$ cat src/rtl/bp_me_lce_net_endpoint.sv
// bp_me_lce_net_endpoint
//   Injection/ejection endpoint for one coherence network on a tile's router
//   P port. The TX side turns one wide LCE/CCE message into a header flit
//   followed by N = ceil(msg_width_p/flit_width_p) payload flits, LSB first.
//   The RX side rebuilds whole messages from incoming header+payload streams.
//   TX and RX run independently.
//
// Header flit layout (LSB first): dest_x | dest_y | len | zeros.
//
// Ports
//   clk_i, reset_i                 clock, synchronous active-high reset
//   tx_msg_i, tx_dest_x_i/_y_i     message and destination to send
//   tx_v_i / tx_ready_o            tx message handshake
//   link_data_o, link_v_o,
//   link_ready_i                   outgoing flit stream to the router
//   link_data_i, link_v_i,
//   link_ready_o                   incoming flit stream from the router
//   rx_msg_o, rx_v_o, rx_yumi_i    reassembled message, valid-yumi handshake
//   rx_len_err_o                   sticky: a header arrived with len != N
module bp_me_lce_net_endpoint #(
  parameter int msg_width_p    = 80,
  parameter int flit_width_p   = 32,
  parameter int x_cord_width_p = 3,
  parameter int y_cord_width_p = 3,
  parameter int len_width_p    = 4
) (
  input  logic                      clk_i,
  input  logic                      reset_i,

  input  logic [msg_width_p-1:0]    tx_msg_i,
  input  logic [x_cord_width_p-1:0] tx_dest_x_i,
  input  logic [y_cord_width_p-1:0] tx_dest_y_i,
  input  logic                      tx_v_i,
  output logic                      tx_ready_o,

  output logic [flit_width_p-1:0]   link_data_o,
  output logic                      link_v_o,
  input  logic                      link_ready_i,

  input  logic [flit_width_p-1:0]   link_data_i,
  input  logic                      link_v_i,
  output logic                      link_ready_o,

  output logic [msg_width_p-1:0]    rx_msg_o,
  output logic                      rx_v_o,
  input  logic                      rx_yumi_i,
  output logic                      rx_len_err_o
);

  localparam int n_flits_lp = (msg_width_p + flit_width_p - 1) / flit_width_p;
  localparam logic [len_width_p-1:0] n_len_lp    = len_width_p'(n_flits_lp);
  localparam logic [len_width_p-1:0] last_idx_lp = len_width_p'(n_flits_lp - 1);
  localparam logic [len_width_p-1:0] one_lp      = len_width_p'(1);
  localparam int len_lsb_lp = x_cord_width_p + y_cord_width_p;

  typedef enum logic [1:0] {TX_IDLE, TX_HDR, TX_BODY} tx_state_e;
  typedef enum logic [1:0] {RX_HDR, RX_BODY, RX_FULL} rx_state_e;

  // ---------------- TX ----------------
  tx_state_e                tx_state_r, tx_state_n;
  logic [len_width_p-1:0]   tx_cnt_r, tx_cnt_n;
  logic                     tx_load;
  logic [msg_width_p-1:0]   tx_msg_r;
  logic [flit_width_p-1:0]  tx_hdr_r;
  logic [flit_width_p-1:0]  tx_flit;

  always_ff @(posedge clk_i) begin
    if (reset_i) begin
      tx_state_r <= TX_IDLE;
      tx_cnt_r   <= '0;
    end else begin
      tx_state_r <= tx_state_n;
      tx_cnt_r   <= tx_cnt_n;
    end
  end

  // Message and header are captured once per packet and held until the
  // last payload flit leaves, so link_data_o cannot change under a stall.
  always_ff @(posedge clk_i) begin
    if (tx_load) begin
      tx_msg_r <= tx_msg_i;
      tx_hdr_r <= flit_width_p'({n_len_lp, tx_dest_y_i, tx_dest_x_i});
    end
  end

  // Payload flit cnt is message bits [cnt*flit_width_p +: flit_width_p];
  // bits past the end of the message stay zero.
  always_comb begin
    tx_flit = '0;
    for (int b = 0; b < msg_width_p; b++) begin
      if (int'(tx_cnt_r) == b / flit_width_p) tx_flit[b % flit_width_p] = tx_msg_r[b];
    end
  end

  always_comb begin
    tx_state_n  = tx_state_r;
    tx_cnt_n    = tx_cnt_r;
    tx_load     = 1'b0;
    tx_ready_o  = 1'b0;
    link_v_o    = 1'b0;
    link_data_o = '0;
    unique case (tx_state_r)
      TX_IDLE: begin
        tx_ready_o = ~reset_i;
        if (tx_v_i) begin
          tx_load    = 1'b1;
          tx_state_n = TX_HDR;
        end
      end
      TX_HDR: begin
        link_v_o    = ~reset_i;
        link_data_o = reset_i ? '0 : tx_hdr_r;
        if (link_ready_i) begin
          tx_cnt_n   = '0;
          tx_state_n = TX_BODY;
        end
      end
      TX_BODY: begin
        link_v_o    = ~reset_i;
        link_data_o = reset_i ? '0 : tx_flit;
        if (link_ready_i) begin
          tx_cnt_n = tx_cnt_r + one_lp;
          if (tx_cnt_r == last_idx_lp) tx_state_n = TX_IDLE;
        end
      end
      default: tx_state_n = TX_IDLE;
    endcase
  end

  // ---------------- RX ----------------
  rx_state_e                rx_state_r, rx_state_n;
  logic [len_width_p-1:0]   rx_cnt_r, rx_cnt_n;
  logic [len_width_p-1:0]   rx_len_r, rx_len_n;
  logic                     rx_drop_r, rx_drop_n;
  logic                     rx_err_r;
  logic                     rx_err_set;
  logic                     rx_wr;
  logic [len_width_p-1:0]   hdr_len;
  logic [msg_width_p-1:0]   rx_msg_r;

  assign hdr_len = link_data_i[len_lsb_lp +: len_width_p];

  always_ff @(posedge clk_i) begin
    if (reset_i) begin
      rx_state_r <= RX_HDR;
      rx_cnt_r   <= '0;
      rx_len_r   <= '0;
      rx_drop_r  <= 1'b0;
      rx_err_r   <= 1'b0;
    end else begin
      rx_state_r <= rx_state_n;
      rx_cnt_r   <= rx_cnt_n;
      rx_len_r   <= rx_len_n;
      rx_drop_r  <= rx_drop_n;
      if (rx_err_set) rx_err_r <= 1'b1;
    end
  end

  // Payload flit cnt lands in message bits [cnt*flit_width_p +: flit_width_p];
  // flit bits beyond the message width are discarded. Dropped packets never
  // write, so the last delivered message is not disturbed.
  always_ff @(posedge clk_i) begin
    for (int b = 0; b < msg_width_p; b++) begin
      if (rx_wr && int'(rx_cnt_r) == b / flit_width_p) rx_msg_r[b] <= link_data_i[b % flit_width_p];
    end
  end

  always_comb begin
    rx_state_n   = rx_state_r;
    rx_cnt_n     = rx_cnt_r;
    rx_len_n     = rx_len_r;
    rx_drop_n    = rx_drop_r;
    rx_err_set   = 1'b0;
    rx_wr        = 1'b0;
    link_ready_o = 1'b0;
    rx_v_o       = 1'b0;
    unique case (rx_state_r)
      RX_HDR: begin
        link_ready_o = ~reset_i;
        if (link_v_i) begin
          rx_len_n = hdr_len;
          rx_cnt_n = '0;
          if (hdr_len == n_len_lp) begin
            rx_drop_n  = 1'b0;
            rx_state_n = RX_BODY;
          end else if (hdr_len == '0) begin
            // Zero-length header carries no payload: flag it and wait for the next header.
            rx_err_set = 1'b1;
          end else begin
            // Wrong length: swallow exactly len flits so framing is kept.
            rx_err_set = 1'b1;
            rx_drop_n  = 1'b1;
            rx_state_n = RX_BODY;
          end
        end
      end
      RX_BODY: begin
        link_ready_o = ~reset_i;
        if (link_v_i) begin
          rx_wr    = ~rx_drop_r;
          rx_cnt_n = rx_cnt_r + one_lp;
          if (rx_cnt_r == rx_len_r - one_lp) rx_state_n = rx_drop_r ? RX_HDR : RX_FULL;
        end
      end
      RX_FULL: begin
        rx_v_o = ~reset_i;
        if (rx_yumi_i) rx_state_n = RX_HDR;
      end
      default: rx_state_n = RX_HDR;
    endcase
  end

  assign rx_msg_o     = reset_i ? '0 : rx_msg_r;
  assign rx_len_err_o = rx_err_r & ~reset_i;

endmodule
$ cat config.mk
export PLATFORM = sky130hd
export DESIGN_NAME = bp_me_lce_net_endpoint
export DESIGN_NICKNAME = d
export VERILOG_FILES = /design/src/rtl/bp_me_lce_net_endpoint.sv
export SDC_FILE = /design/constraint.sdc
export NUM_CORES = 1
export LEC_CHECK = 0
export BUFFER_PORTS_ARGS = -buffer_cell sky130_fd_sc_hd__buf_2
export CORE_MARGIN = 2
export CORE_UTILIZATION = 47
export CTS_BUF_LIST = sky130_fd_sc_hd__clkbuf_8
export DETAILED_ROUTE_END_ITERATION = 8
export PLACE_DENSITY = 0.78
export SYNTH_ARGS = -nofsm -noshare
export SYNTH_HDL_FRONTEND = slang
export SYNTH_SLANG_ARGS = --single-unit
$ cat constraint.sdc
create_clock -name clk_i -period 3.1 [get_ports clk_i]
set_input_delay 0.155 -clock clk_i [delete_from_list [all_inputs] [get_ports clk_i]]
set_output_delay 0.155 -clock clk_i [all_outputs]
set_load 0.005 [all_outputs]
==> Yosys cells after proc, flatten, opt, wreduce, memory -nomap -nowiden <==
Cells that the tools add are included.
{ "op_classes": {"add_sub_neg": 3, "n_eq_ne": 21, "mux": 116, "n_bitwise": 3, "n_reduce_logical": 18} }
{ "ops": {"columns": ["op", "count"], "rows": [
  ["two-way mux 1 bit", 93],
  ["two-way mux 80 bit", 1],
  ["case mux 32 bit (2 select lines)", 1],
  ["two-way mux 32 bit", 1],
  ["two-way mux 2 bit", 11],
  ["!= test 2 bit (second input constant)", 9],
  ["== test 4 x 2 -> 1 bit (second input constant)", 4],
  ["two-way mux 4 bit", 4],
  ["case mux 4 bit (2 select lines)", 2],
  ["zero test 4 bit", 3],
  ["case mux 2 bit (3 select lines)", 2],
  ["AND reduction 3 bit", 3],
  ["adder 4 x 1 -> 4 bit (second input constant)", 2],
  ["== test 4 x 3 -> 1 bit (second input constant)", 2],
  ["two-way mux 8 bit", 1],
  ["AND reduction 5 bit", 1],
  ["== test 2 x 1 -> 1 bit (second input constant)", 2],
  ["== test 2 bit (second input constant)", 2],
  ["== test 4 bit", 1],
  ["zero test 2 bit", 2],
  ["AND reduction 4 bit", 1],
  ["nonzero test 2 bit", 2],
  ["OR reduction 2 bit", 2],
  ["subtractor 4 x 1 -> 4 bit (second input constant)", 1],
  ["5 further kinds", 8]
]} }
{ "totals": {"register_bits": 184, "inputBits": 124, "out_inout_bits": 117} }

==> Longest topological paths before layout <==
{ "depth": {"depth_word": 6, "mapped_depth": 9, "depth_no_buf": 6} }

==> Worst setup path after synthesis <==
Ideal clock, no wire load.
{ "synth_timing": {"path_type": "register to register", "startpoint": "reg tx_state_r[0]", "endpoint": "reg tx_hdr_r[0] (enable)", "setup_ns": 0.454, "t_arrival_ns": 2.576, "t_required_ns": 2.646, "setup_slack_ns": 0.071, "path_stages_with_launch": 4, "path_buffers": 0, "synth_period_minus_slack_ns": 3.029, "path_cell_list": "dfxtp_1 -> inv_1 -> ha_1 -> and2_1"} }
{ "synth_via": {"elab_chain_cells": 2} }
{ "synth_lines": {"columns": ["element", "line", "text"], "rows": [
  ["from (decl)", "60", "tx_state_e tx_state_r, tx_state_n;"],
  ["from (signal assigned)", "72", "tx_state_r <= tx_state_n;"],
  ["zero test 2 bit", "102", "unique case (tx_state_r)"],
  ["two-way mux 1 bit", "102", null],
  ["via tx_load", "62", "logic tx_load;"],
  ["to (signal assigned)", "82", "tx_hdr_r <= flit_width_p'({n_len_lp, tx_dest_y_i, tx_dest_x_i});"],
  ["to (decl)", "64", "logic [flit_width_p-1:0] tx_hdr_r;"]
]} }
The timed path passes the listed nets, and every way through them passes these cells.
A chain may end at the register's enable or synchronous reset.

==> Final worst setup path <==
{ "layout_timing": {"startpoint": "reg tx_cnt_r[1]", "endpoint": "out link_data_o[11]"} }
{ "layout_via": {"elab_chain_cells": 6, "word_cells_on_any_way": 8} }
{ "layout_lines": {"columns": ["element", "line", "text"], "rows": [
  ["from (decl)", "61", "logic [len_width_p-1:0] tx_cnt_r, tx_cnt_n;"],
  ["from (signal assigned)", "73", "tx_cnt_r <= tx_cnt_n;"],
  ["zero test 4 bit", "91", "if (int'(tx_cnt_r) == b / flit_width_p) tx_flit[b % flit_width_p] = tx_msg_r[b];"],
  ["two-way mux 1 bit (2 in series)", "91", null],
  ["two-way mux 1 bit (*)", "91", null],
  ["two-way mux 32 bit (*)", "120", "link_data_o = reset_i ? '0 : tx_flit;"],
  ["case mux 32 bit (2 select lines) (*)", "102", null],
  ["to (decl)", "36", "output logic [flit_width_p-1:0] link_data_o,"]
]} }
Every way passes the cells marked *; elsewhere a longest branch is shown, timed or not.

==> impl_metrics.csv <==
group,metric,value,unit
outcome,run_status,"complete, no violations",
cts,clock_path_buffers,2,
cts,cts_tree,"yes",
cts,cts_inserted_buffers,17,
synthesis,synth_top_family_by_area,"simple AND/OR/NAND/NOR gates",
floorplan,io_pins,241,
cts,cts-root-buf,"clkbuf_8",
drt,wl_met2,9050,um
synthesis,synth-simple-area-share,13.9,%
power,ir_drop,0.000324,V
setup_path,crit_slowest_cell,"ha_1",
synthesis,synth_warnings,0,
synthesis,synthDistinctLibCells,46,
timing,fin_setup_tns,0,ps
drt,drt_wl_total,18900,um
finish,area_growth,40.7,%
timing,fin_worst_skew,13.0,ps
floorplan,die-height,129,um
synthesis,synth_most_common_cell,"edfxtp_1",
timing,slew_headroom,44.1,%
synthesis,synthXorXnorAreaFrac,0.599,%
timing,worst_slew_pin_slew,839,ps
setup_path,r2r-start,"rx_state_r[0]$_SDFFE_PP0P_",
power,p_clk_share,29.2,%
grt,overflow,0,
synthesis,yosysSeqAreaShare,73.1,%
placement,dp_hpwl,10800,um
setup_path,crit_chain,"inv_1 > ha_1 > nor2b_2 > buf_4 > a221oi_1 > nor3_1 > buf_2",
setup_path,cpPeakStageDelay,630,ps
power,comb_power_share,16.0,%
grt,grt_max_degree,90,
placement,place.gp.congestion,0.830,
setup_path,r2r-end,"rx_msg_r[64]$_DFFE_PP_",
drt,highest_layer,"met4",
worst_hold_path,worstHoldPathType,"in -> reg",
timing,worst_slack,306,ps
floorplan,die_area,0.0166,mm^2
grt,track_usage,22.6,%
setup_path,worstSetupPathType,"reg -> out",
drt,drc,0,
synthesis,synth-edff-count,166,
timing,final-hold-violation-count,0,
timing,drv_slew,0,
power,internal_power,4330,uW
setup_path,crit_buf_inv,3,
timing,setup_viol,0,
drt,wire_per_inst,17.9,um
power,p_per_area,568,mW/mm^2
timing,fmax,358,MHz
power,p_leak,0.00421,uW
finish,nets,994,
synthesis,synthTopCellsByArea,"edfxtp_1 (68%), nor2b_1 (7.8%), dfxtp_1 (4.9%), a22oi_1 (2.6%), ha_1 (2.2%)",
power,swShare,25.9,%
timing,min_period,2790,ps
synthesis,synthMuxAreaShare,0.411,%
synthesis,syn_nets,636,
setup_path,reg2reg_depth,3,
worst_hold_path,hold_depth,3,
synthesis,synth_top_area_cell,"edfxtp_1",
placement,dpl_worst_slack,760,ps
drt,viasPerCell,5.25,
finish,diodes,0,
timing,finalCritPeriodShare,90.1,%
synthesis,synth_compound_area_share,7.24,%
drt,wl_met3,1680,um
drt,drt-met1-wl,7770,um
floorplan,die_w,129,um
power,p_seq_share,54.8,%
cts,clk_latency,450,ps
synthesis,synthArstFlopShare,0,%
setup_path,worstPathArrival,2640,ps
synthesis,netlist_area,0.00731,mm^2
setup_path,endpoint_kind,"output pin",
synthesis,yosys_register_bits,184,
drt,vias,5551,
finish,drive_above_1_share,32.9,%
worst_hold_path,holdPathEnd,"rx_state_r[1]$_SDFFE_PP0P_",
floorplan,start_util,48.1,%
worst_hold_path,hold_path.startpoint,"link_v_i",
drt,ant_nets,0,
placement,io_buffers,240,
floorplan,core,0.0152,mm^2
synthesis,synth_flop_cell,"edfxtp_1",
grt,grt_pass1_vias,5574,
setup_path,cp_top_family,"adder cells",
synthesis,synthAdderAreaFrac,2.22,%
grt,grt_pass1_wl,28700,um
drt,first_iter_violations,333,
cts,clkTransAtPathRegs,100,ps
setup_path,critPathLaunchType,"register",
synthesis,synth_cells,499,
synthesis,synth.avg_cell_area,14.7,um^2
cts,cts.sinks,184,
cts,htree_levels,4,
synthesis,yosysTopAreaCellShare,68.2,%
grt,antenna_found_initial,0,
run,maxCapViolCount,0,
setup_path,critPathMaxFanout,18,
placement,placed_cell_area,0.00868,mm^2
floorplan,rows,45,
setup_path,r2r_slack,960,ps
drt,drt_pre_antenna_iters,4,
cts,cts_setup_buffers,0,
synthesis,synth_commonest_cells,"edfxtp_1 (166), nor2b_1 (91), nor2_1 (31)",
finish,fin_area,0.0103,mm^2
finish,nFillCells,987,
setup_path,worst_ep_required_time,2940,ps
timing,rsz0062_at_grt,"no",
power,power.switching,1510,uW
## power groups by stage
stage                     Clock, uW  Combinational (uW)  Sequential, uW
after floorplan                   0                 489            3220
after global placement            0                 762            3220
after detailed placement          0                 789            3230
after CTS                      1740                 908            3180
after global routing           1820                1010            3220
final                          1700                 935            3200
## through the flow
stage / cells / util [%] / total power, uW / hold WS (ps)
2_1_floorplan: 499 / - / 3710 / 254
3_3_place_gp: 907 / 57.1 / 3980 / 332
3_5_place_dp: 907 / 57.1 / 4020 / 333
4_1_cts: 1058 / 67.7 / 5830 / 16.2
5_1_grt: 1058 / 67.7 / 6050 / 66.1
6_report: 1058 / 67.7 / 5840 / 68.6
## worst register-to-register path: cells and delay by family (launching register included)
kind             cells  cell delay, ps
and+or+nand+nor      3            1210
DFF                  1             560
## final cells by class
class | count | area, um^2 | share of cell area (%)
Clock buffer | 18 | 248 | 2.41
Multi-Input combinational cell | 276 | 1790 | 17.4
Clock inverter | 14 | 169 | 1.64
Timing Repair Buffer | 367 | 2460 | 24.0
Sequential cell | 184 | 5350 | 52.0
Tap cell | 188 | 235 | 2.29
Inverter | 11 | 41.3 | 0.401
## layout by cell type (no fill, tap or decap), types with 2 or more instances in the layout
cell             n
ha_1            13
buf_4            7
inv_1           12
a21o_1           2
nand3_1          4
nand2b_1         2
edfxtp_1       166
nor2b_1         91
clkbuf_8        18
inv_6            5
dlygate4sd3_1  119
nor3b_1          2
buf_2          240
dfxtp_1         18
o21ai_0         16
or3_1            2
clkinv_2         3
and2_1           5
nor2_1          31
a21oi_1         13
nor3_1          11
bufinv_16        3
a22o_1           6
xnor2_1          2
mux2i_1          3
a22oi_1         25
a221oi_1         8
xor2_1           3
nand2_1         17
## cells by family after synthesis
group	Yosys count
compound gates	77
xor+xnor	5
fa+ha+maj	13
buf+inv	39
flops	184
mux	3
simple gates	178
## registers in the layout, indices dropped and copies added (netlist names)
name        count
rx_cnt_r        4
rx_drop_r       1
rx_err_r        1
rx_len_r        4
rx_msg_r       80
rx_state_r      2
tx_cnt_r        4
tx_hdr_r        6
tx_msg_r       80
tx_state_r      2
## worst max path at each step
stage	slack, ps	from	end	cells past startpoint
global placement	870	tx_cnt_r[1]$_SDFFE_PP0P_	link_data_o[20]	8
finish	310	tx_cnt_r[1]$_SDFFE_PP0P_	link_data_o[11]	7
global route	50	tx_cnt_r[1]$_SDFFE_PP0P_	link_data_o[20]	8
detailed placement	760	tx_cnt_r[1]$_SDFFE_PP0P_	link_data_o[20]	8
floorplan	70	tx_state_r[0]$_SDFFE_PP0P_	tx_hdr_r[0]$_DFFE_PP_	3
CTS	220	tx_cnt_r[1]$_SDFFE_PP0P_	link_data_o[20]	8
## layer usage
layer  vias to the layer above  track usage (%)
met5                         -                0
met1                      2627             28.5
met4                         0             9.65
met3                        35             5.07
met2                       356             37.8
li1                       2533                -
## timing repair
| item | CTS | global route |
|---|---|---|
| gates resized for setup | 0 | 0 |
| hold buffers | 119 | 0 |
| endpoints found under the hold margin | 171 | 0 |
(Power assumes the default switching activity.)
